`config.mk`:
```
export PLATFORM = sky130hd
export DESIGN_NAME = rr_mux_arbiter
export DESIGN_NICKNAME = d
export VERILOG_FILES = /design/src/rtl/rr_mux_pkg.sv /design/src/rtl/fourto1mux.sv /design/src/rtl/rr_mux_arbiter.sv
export SDC_FILE = /design/constraint.sdc
export NUM_CORES = 1
export LEC_CHECK = 0
export CORE_MARGIN = 1
export CORE_UTILIZATION = 40
export DETAILED_ROUTE_END_ITERATION = 6
export PLACE_DENSITY = 0.68
export SETUP_SLACK_MARGIN = 0.1
export SLEW_MARGIN = 10
export SYNTH_ARGS = -nofsm -noshare
export SYNTH_HDL_FRONTEND = slang
export SYNTH_SLANG_ARGS = --single-unit
```
`constraint.sdc`:
```
create_clock -name clk -period 3.7 [get_ports clk]
set_input_delay 0.555 -clock clk [delete_from_list [all_inputs] [get_ports clk]]
set_output_delay 0.555 -clock clk [all_outputs]
set_load 0.01 [all_outputs]
```
`src/rtl/rr_mux_pkg.sv`:
```
// Shared types and constants for the round-robin mux arbiter.
// Holds the requester count, select width, FSM encoding and default hold limit.
package rr_mux_pkg;

  localparam int N_REQ = 4;
  localparam int SEL_W = 2;
  localparam int HOLD_MAX_DEF = 8;

  typedef enum logic {
    IDLE  = 1'b0,
    GRANT = 1'b1
  } state_e;

  // Winner is the first set bit searching ptr+1, ptr+2, ptr+3, ptr.
  function automatic logic [SEL_W-1:0] rr_pick(
    input logic [N_REQ-1:0] req,
    input logic [SEL_W-1:0] ptr
  );
    logic [SEL_W-1:0] idx;
    rr_pick = ptr;
    for (int k = N_REQ; k >= 1; k--) begin
      idx = ptr + SEL_W'(k);
      if (req[idx]) rr_pick = idx;
    end
  endfunction

endpackage

```
`src/rtl/fourto1mux.sv`:
```
// Team 4:1 single-bit mux with enable.
// Y is A[S] when E is set, otherwise 0; purely combinational.
module fourto1mux (
  input  logic [3:0] A,
  input  logic [1:0] S,
  input  logic       E,
  output logic       Y
);

  assign Y = E & A[S];

endmodule

```
`src/rtl/rr_mux_arbiter.sv`:
```
// Round-robin arbiter owning a shared 4:1 mux; registered gnt/S/E.
// Define RR_MUX_TIMEOUT_EN to cap grant hold at HOLD_MAX cycles under contention.
module rr_mux_arbiter
  import rr_mux_pkg::*;
#(
  parameter int HOLD_MAX = HOLD_MAX_DEF
) (
  input  logic       clk,
  input  logic       rst,
  input  logic [3:0] req,
  input  logic [3:0] A,
  output logic [3:0] gnt,
  output logic [1:0] S,
  output logic       E,
  output logic       Y
);

  if (HOLD_MAX < 2 || HOLD_MAX > 255) begin : g_bad_hold
    $error("HOLD_MAX out of range 2..255");
  end

  state_e     state_q, state_d;
  logic [3:0] gnt_q, gnt_d;
  logic [1:0] s_q, s_d;
  logic       e_q, e_d;
  logic [1:0] ptr_q, ptr_d;

  logic [1:0] pick;
  logic       own_req;
  logic       others;
  logic       hold_exp;

  assign pick    = rr_pick(req, ptr_q);
  assign own_req = req[s_q];
  assign others  = |(req & ~(4'b0001 << s_q));

`ifdef RR_MUX_TIMEOUT_EN
  localparam logic [7:0] HOLD_LIM = 8'(HOLD_MAX - 1);

  logic [7:0] cnt_q, cnt_d;

  assign hold_exp = (cnt_q == HOLD_LIM);
`else
  assign hold_exp = 1'b0;
`endif

  always_comb begin
    state_d = state_q;
    gnt_d   = gnt_q;
    s_d     = s_q;
    e_d     = e_q;
    ptr_d   = ptr_q;
`ifdef RR_MUX_TIMEOUT_EN
    cnt_d   = cnt_q;
`endif
    unique case (state_q)
      IDLE: begin
        if (req != 4'b0000) begin
          state_d = GRANT;
          gnt_d   = 4'b0001 << pick;
          s_d     = pick;
          e_d     = 1'b1;
          ptr_d   = pick;
`ifdef RR_MUX_TIMEOUT_EN
          cnt_d   = 8'd0;
`endif
        end
      end
      GRANT: begin
        if (!own_req && !others) begin
          state_d = IDLE;
          gnt_d   = 4'b0000;
          e_d     = 1'b0;
`ifdef RR_MUX_TIMEOUT_EN
          cnt_d   = 8'd0;
`endif
        end else if (!own_req || (hold_exp && others)) begin
          // ptr equals the owner here, so the owner is searched last
          gnt_d   = 4'b0001 << pick;
          s_d     = pick;
          ptr_d   = pick;
`ifdef RR_MUX_TIMEOUT_EN
          cnt_d   = 8'd0;
`endif
        end else begin
`ifdef RR_MUX_TIMEOUT_EN
          cnt_d   = hold_exp ? 8'd0 : cnt_q + 8'd1;
`endif
        end
      end
      default: begin
        state_d = IDLE;
        gnt_d   = 4'b0000;
        e_d     = 1'b0;
      end
    endcase
  end

  always_ff @(posedge clk) begin
    if (rst) begin
      state_q <= IDLE;
      gnt_q   <= 4'b0000;
      s_q     <= 2'b00;
      e_q     <= 1'b0;
      ptr_q   <= 2'b11;
`ifdef RR_MUX_TIMEOUT_EN
      cnt_q   <= 8'd0;
`endif
    end else begin
      state_q <= state_d;
      gnt_q   <= gnt_d;
      s_q     <= s_d;
      e_q     <= e_d;
      ptr_q   <= ptr_d;
`ifdef RR_MUX_TIMEOUT_EN
      cnt_q   <= cnt_d;
`endif
    end
  end

  assign gnt = gnt_q;
  assign S   = s_q;
  assign E   = e_q;

  fourto1mux u_mux (
    .A (A),
    .S (s_q),
    .E (e_q),
    .Y (Y)
  );

endmodule

```
* After elaboration in Yosys (flattened, before gate mapping) *
Index checks and enable logic that the tools add are counted.

word-level totals
  output and inout bits = 8
  logic and storage cells = 58
  bits in registers = 10
  bits of input ports = 10

cells by class
  shift operators = 2
  muxes and demuxes = 27
  bitwise gates (word level) = 4
  equality and inequality tests = 5
  order comparisons = 4
  add/sub/neg operators = 3
  reductions and logical operators = 8

operators by type and width
  operator                                                                 count
  2-bit by 3-bit < comparator with 1-bit output, second input constant     4
  2-bit two-way mux                                                        6
  4-bit two-way mux                                                        3
  1-bit binary-select mux with 2-bit select                                5
  1-bit two-way mux                                                        9
  4-bit case mux with 2 select lines                                       1
  1-bit by 2-bit << shifter with 4-bit output, first input constant        2
  2-bit inequality test, second input constant                             3
  2-bit adder, second input constant                                       2
  4-bit bitwise AND                                                        1
  4-bit inverter                                                           1
  1-bit case mux with 2 select lines                                       2
  2-bit case mux with 2 select lines                                       1
  2-bit AND reduction                                                      2
  4-bit nonzero test                                                       1
  4-bit OR reduction                                                       1
  3-bit by 2-bit inequality test with 1-bit output, second input constant  1
  3-bit AND reduction                                                      1
  2-bit by 1-bit adder with 2-bit output, second input constant            1
  1-bit zero test                                                          2
  2-bit by 1-bit inequality test with 1-bit output, second input constant  1
  1-bit bitwise AND                                                        1
  1-bit logical AND                                                        1
  1-bit inverter                                                           1

* Longest topological paths before layout *
  depth in word-level cells = 10
  mapped depth = 5

* Modules after synthesis *
From an unflattened synthesis, not the netlist that was laid out.

second synthesis, totals
  cell total of the unflattened synthesis = 66
  area, all modules = 615.6 um^2

by module, submodules not included
  module          cells each  times used  area an instance (um^2)  seq. area each (um^2)
  rr_mux_arbiter  64          1           586.8                    200.2
  fourto1mux      2           1           28.8                     0.0

* Worst setup path before layout *
Ideal clock, no wire load.

  path type = input to output
  start = in A[3]
  end = out Y
  setup slack = 1.967 ns
  cell stages on the path = 2
  data required time = 3.145 ns
  data arrival time = 1.178 ns
  buffers on the path = 0
  cells stage by stage = mux4_2 > and2_1

on the way
  word-level cells in the longest chain between the ends = 3

RTL lines
  element                                    line                  RTL
  start: declaration                         rr_mux_arbiter.sv:11  input logic [3:0] A,
  1-bit binary-select mux with 2-bit select  fourto1mux.sv:10      assign Y = E & A[S];
  1-bit two-way mux (not written as such)    fourto1mux.sv:10
  1-bit bitwise AND                          fourto1mux.sv:10
  end: declaration                           rr_mux_arbiter.sv:15  output logic Y

No other way between the ends. The select of a mux whose other input is x is not followed.

* Worst setup path after layout *
Same ends and word-level chain as after synthesis.

==> flow_summary_export.csv <==
group,metric,value,unit
status,status,"finished, final reports clean",
sta,finalClockSkew,8.04,ps
critical_path,cp.arrival,2030,ps
power,leakage,0.294,nW
logic_synthesis,synth_most_common_cell,"dfxtp_1",
logic_synthesis,synth-edff-count,0,
layout,syn_to_final_growth,31.5,%
logic_synthesis,postSynthCellCount,67,
power,seq_power_share,42.0,%
logic_synthesis,synth_area,623,um^2
clock_tree,clk_pin_slew,60,ps
power,cellPowerDensity,396,nW/um^2
logic_synthesis,synthTopCellsByCount,"10 x dfxtp_1, 8 x nor2_1, 5 x nand3_1",
critical_path,cp_slowest_cell,"clkdlybuf4s50_1",
floorplanning,io_pins,18,
sta,tightest_slew,475,ps
logic_synthesis,synth_top_area_share,32.1,%
logic_synthesis,postSynthNetCount,77,
sta,slew_violations,0,
sta,clock.fmax,387,MHz
critical_path,crit_path_max_fanout,1,
clock_tree,clk-insertion-delay-late,260,ps
logic_synthesis,yosys_register_bits,10,
global_route,grt.total_usage,16.7,%
clock_tree,hold_buffers,0,
clock_tree,cts.sinks,10,
floorplanning,core,1370,um^2
place,dp_hpwl,1.07,mm
power,peakVddDrop,0.315,mV
run,maxCapViolCount,0,
logic_synthesis,ys_warn_count,0,
detailed_routing,vias,595,
place,pre_cts_ws,1100,ps
place,place.port_buffers,17,
global_route,grt_max_degree,13,
power,switching_power,0.000104,W
logic_synthesis,yosys-top-cells-area,"dfxtp_1 32%, mux4_2 7.2%, o41ai_1 5.6%",
global_route,antenna_found_initial,0,
place,place_congestion,0.710,
logic_synthesis,synth_top_area_cell,"dfxtp_1",
detailed_routing,drt_pre_antenna_iters,3,
logic_synthesis,synth_cell_types,30,
logic_synthesis,synth.avg_cell_area,9.30,um^2
critical_path,rr_worst_depth,4,
sta,fin_crit,2580,ps
sta,relSlewSlack,68.2,%
critical_path,path_cells,"clkdlybuf4s50_1 > mux4_2 > and2_1 > clkdlybuf4s50_1",
detailed_routing,first_iter_violations,11,
logic_synthesis,yosysSeqAreaShare,32.1,%
critical_path,end_kind,"primary output",
layout,antenna_cells,0,
logic_synthesis,synth-async-reset-ratio,0,%
global_route,grt_pass1_vias,533,
sta,fin_crit_sh,69.8,%
clock_tree,cts_resized,0,
floorplanning,std_cell_rows,13,
critical_path,required,3140,ps
clock_tree,cts_max_level,1,
floorplanning,die_y,41.5,um
sta,fin_ws,1120,ps
detailed_routing,viasPerCell,5.95,
clock_tree,cts_root_buf,"clkbuf_4",
layout,nets,97,
clock_tree,cts_buffers,3,
floorplanning,design.die.area,1720,um^2
floorplanning,dieWidth,41.5,um
critical_path,critical_path_class,"input port to primary output",
detailed_routing,post-route-drc-count,0,
floorplanning,initial_core_util,45.6,%
detailed_routing,postRouteAntennaNets,0,
clock_tree,post_cts_buffers,0,
power,pwr-share-clk,22.5,%
sta,hold_viol,0,
critical_path,crit_top_cell,"clkdlybuf4s50_1",
global_route,globalRouteOverflowTotal,0,
critical_path,cp_slowest_stage_delay,470,ps
detailed_routing,drt_wl_total,1.37,mm
clock_tree,clk_path_buf_depth,2,
worst_hold_path,hold_class,"flip-flop to flip-flop",
layout,drive_above_1_share,14.1,%
power,comb_power_share,35.5,%
worst_hold_path,hold_depth,2,
detailed_routing,wl_per_cell,13.7,um
power,p_int,0.000221,W
critical_path,start_kind,"input port",
sta,setup_violations,0,
power,p_sw_share,32.0,%
clock_tree,cts_tree,"done",
sta,rsz0062_at_grt,"no",
global_route,grt_pass1_wl,2.27,mm
sta,fin_tns_setup,0,ps
logic_synthesis,ys.flop_type,"dfxtp_1",
## through the flow
| step | hold WS [ps] | area (um^2) | cells | power (W) | utilization [%] |
|---|---|---|---|---|---|
| after floorplan | 487 | 623 | 67 | 0.000210 | - |
| after global placement | 460 | 797 | 97 | 0.000253 | 58.3 |
| after detailed placement | 458 | 797 | 97 | 0.000254 | 58.3 |
| after CTS | 470 | 820 | 100 | 0.000327 | 60.0 |
| after global routing | 517 | 820 | 100 | 0.000343 | 60.0 |
| final | 464 | 820 | 100 | 0.000324 | 60.0 |
## area by class of cell
type / instances / area [um^2]
clock buffer: 3 / 22.5
fill: 120 / 547
inverter: 2 / 7.51
multi-input combinational: 53 / 400
sequential: 10 / 200
tap: 15 / 18.8
timing repair buffer: 17 / 170
## power groups by stage
stage	logic, W	clock network (W)	registers (W)
floorplan	0.0000717	0	0.000139
global placement	0.000115	0	0.000139
detailed placement	0.000115	0	0.000139
CTS	0.000116	0.0000752	0.000137
global route	0.000123	0.0000799	0.000140
finish	0.000115	0.0000731	0.000136
## layout by cell type, fill, tap and decap left out, drive strengths merged
| master | count |
|---|---|
| a311oi | 1 |
| a221oi | 2 |
| o41ai | 4 |
| a21oi | 3 |
| inv | 2 |
| a31oi | 1 |
| o21ba | 1 |
| clkbuf | 3 |
| mux2i | 3 |
| or3 | 1 |
| nand2b | 3 |
| nand2 | 1 |
| and2 | 1 |
| nor3 | 4 |
| a211o | 1 |
| mux4 | 2 |
| a31o | 1 |
| nor2 | 9 |
| nor3b | 2 |
| nand3 | 5 |
| a211oi | 2 |
| or2 | 1 |
| clkdlybuf4s50 | 17 |
| dfxtp | 10 |
| o21ai | 1 |
| and3b | 1 |
| nor2b | 1 |
| nor4 | 2 |
## final timing paths
check	startpoint	endpoint	slack (ps)
setup / recovery	A[3]	Y	1120
hold / removal	gnt[0]	gnt[0]	460
setup reg to reg	S[0]	gnt[2]	1860
hold reg to reg	gnt[0]	gnt[0]	460
## sequential cells by signal (all words and copies together) (netlist names)
signal,cells
gnt,4
S,2
state_q,1
E,1
ptr_q,2
## critical path: cells and delay by family
kind	cells	cell delay (ps)
AND/OR/NAND/NOR	1	160
buffers and inverters	2	860
multiplexers	1	450
## cell families (layout without fill, tap and decap cells)
| group | count (synthesis) | count (layout) | share of synthesized area [%] |
|---|---|---|---|
| AO/OA/AOI/OAI | 17 | 17 | 23.9 |
| AND/OR/NAND/NOR | 31 | 31 | 28.3 |
| buffers and inverters | 4 | 22 | 3.61 |
| flip-flops | 10 | 10 | 32.1 |
| multiplexers | 5 | 5 | 12.0 |
## layer usage
metal	vias up	track usage (%)	routed length (um)
li1	299	-	-
met1	281	20.7	627
met2	13	28.7	661
met3	2	5.65	69
met4	0	1.94	8
met5	-	0	0
Power figures use the tool's default switching activity.
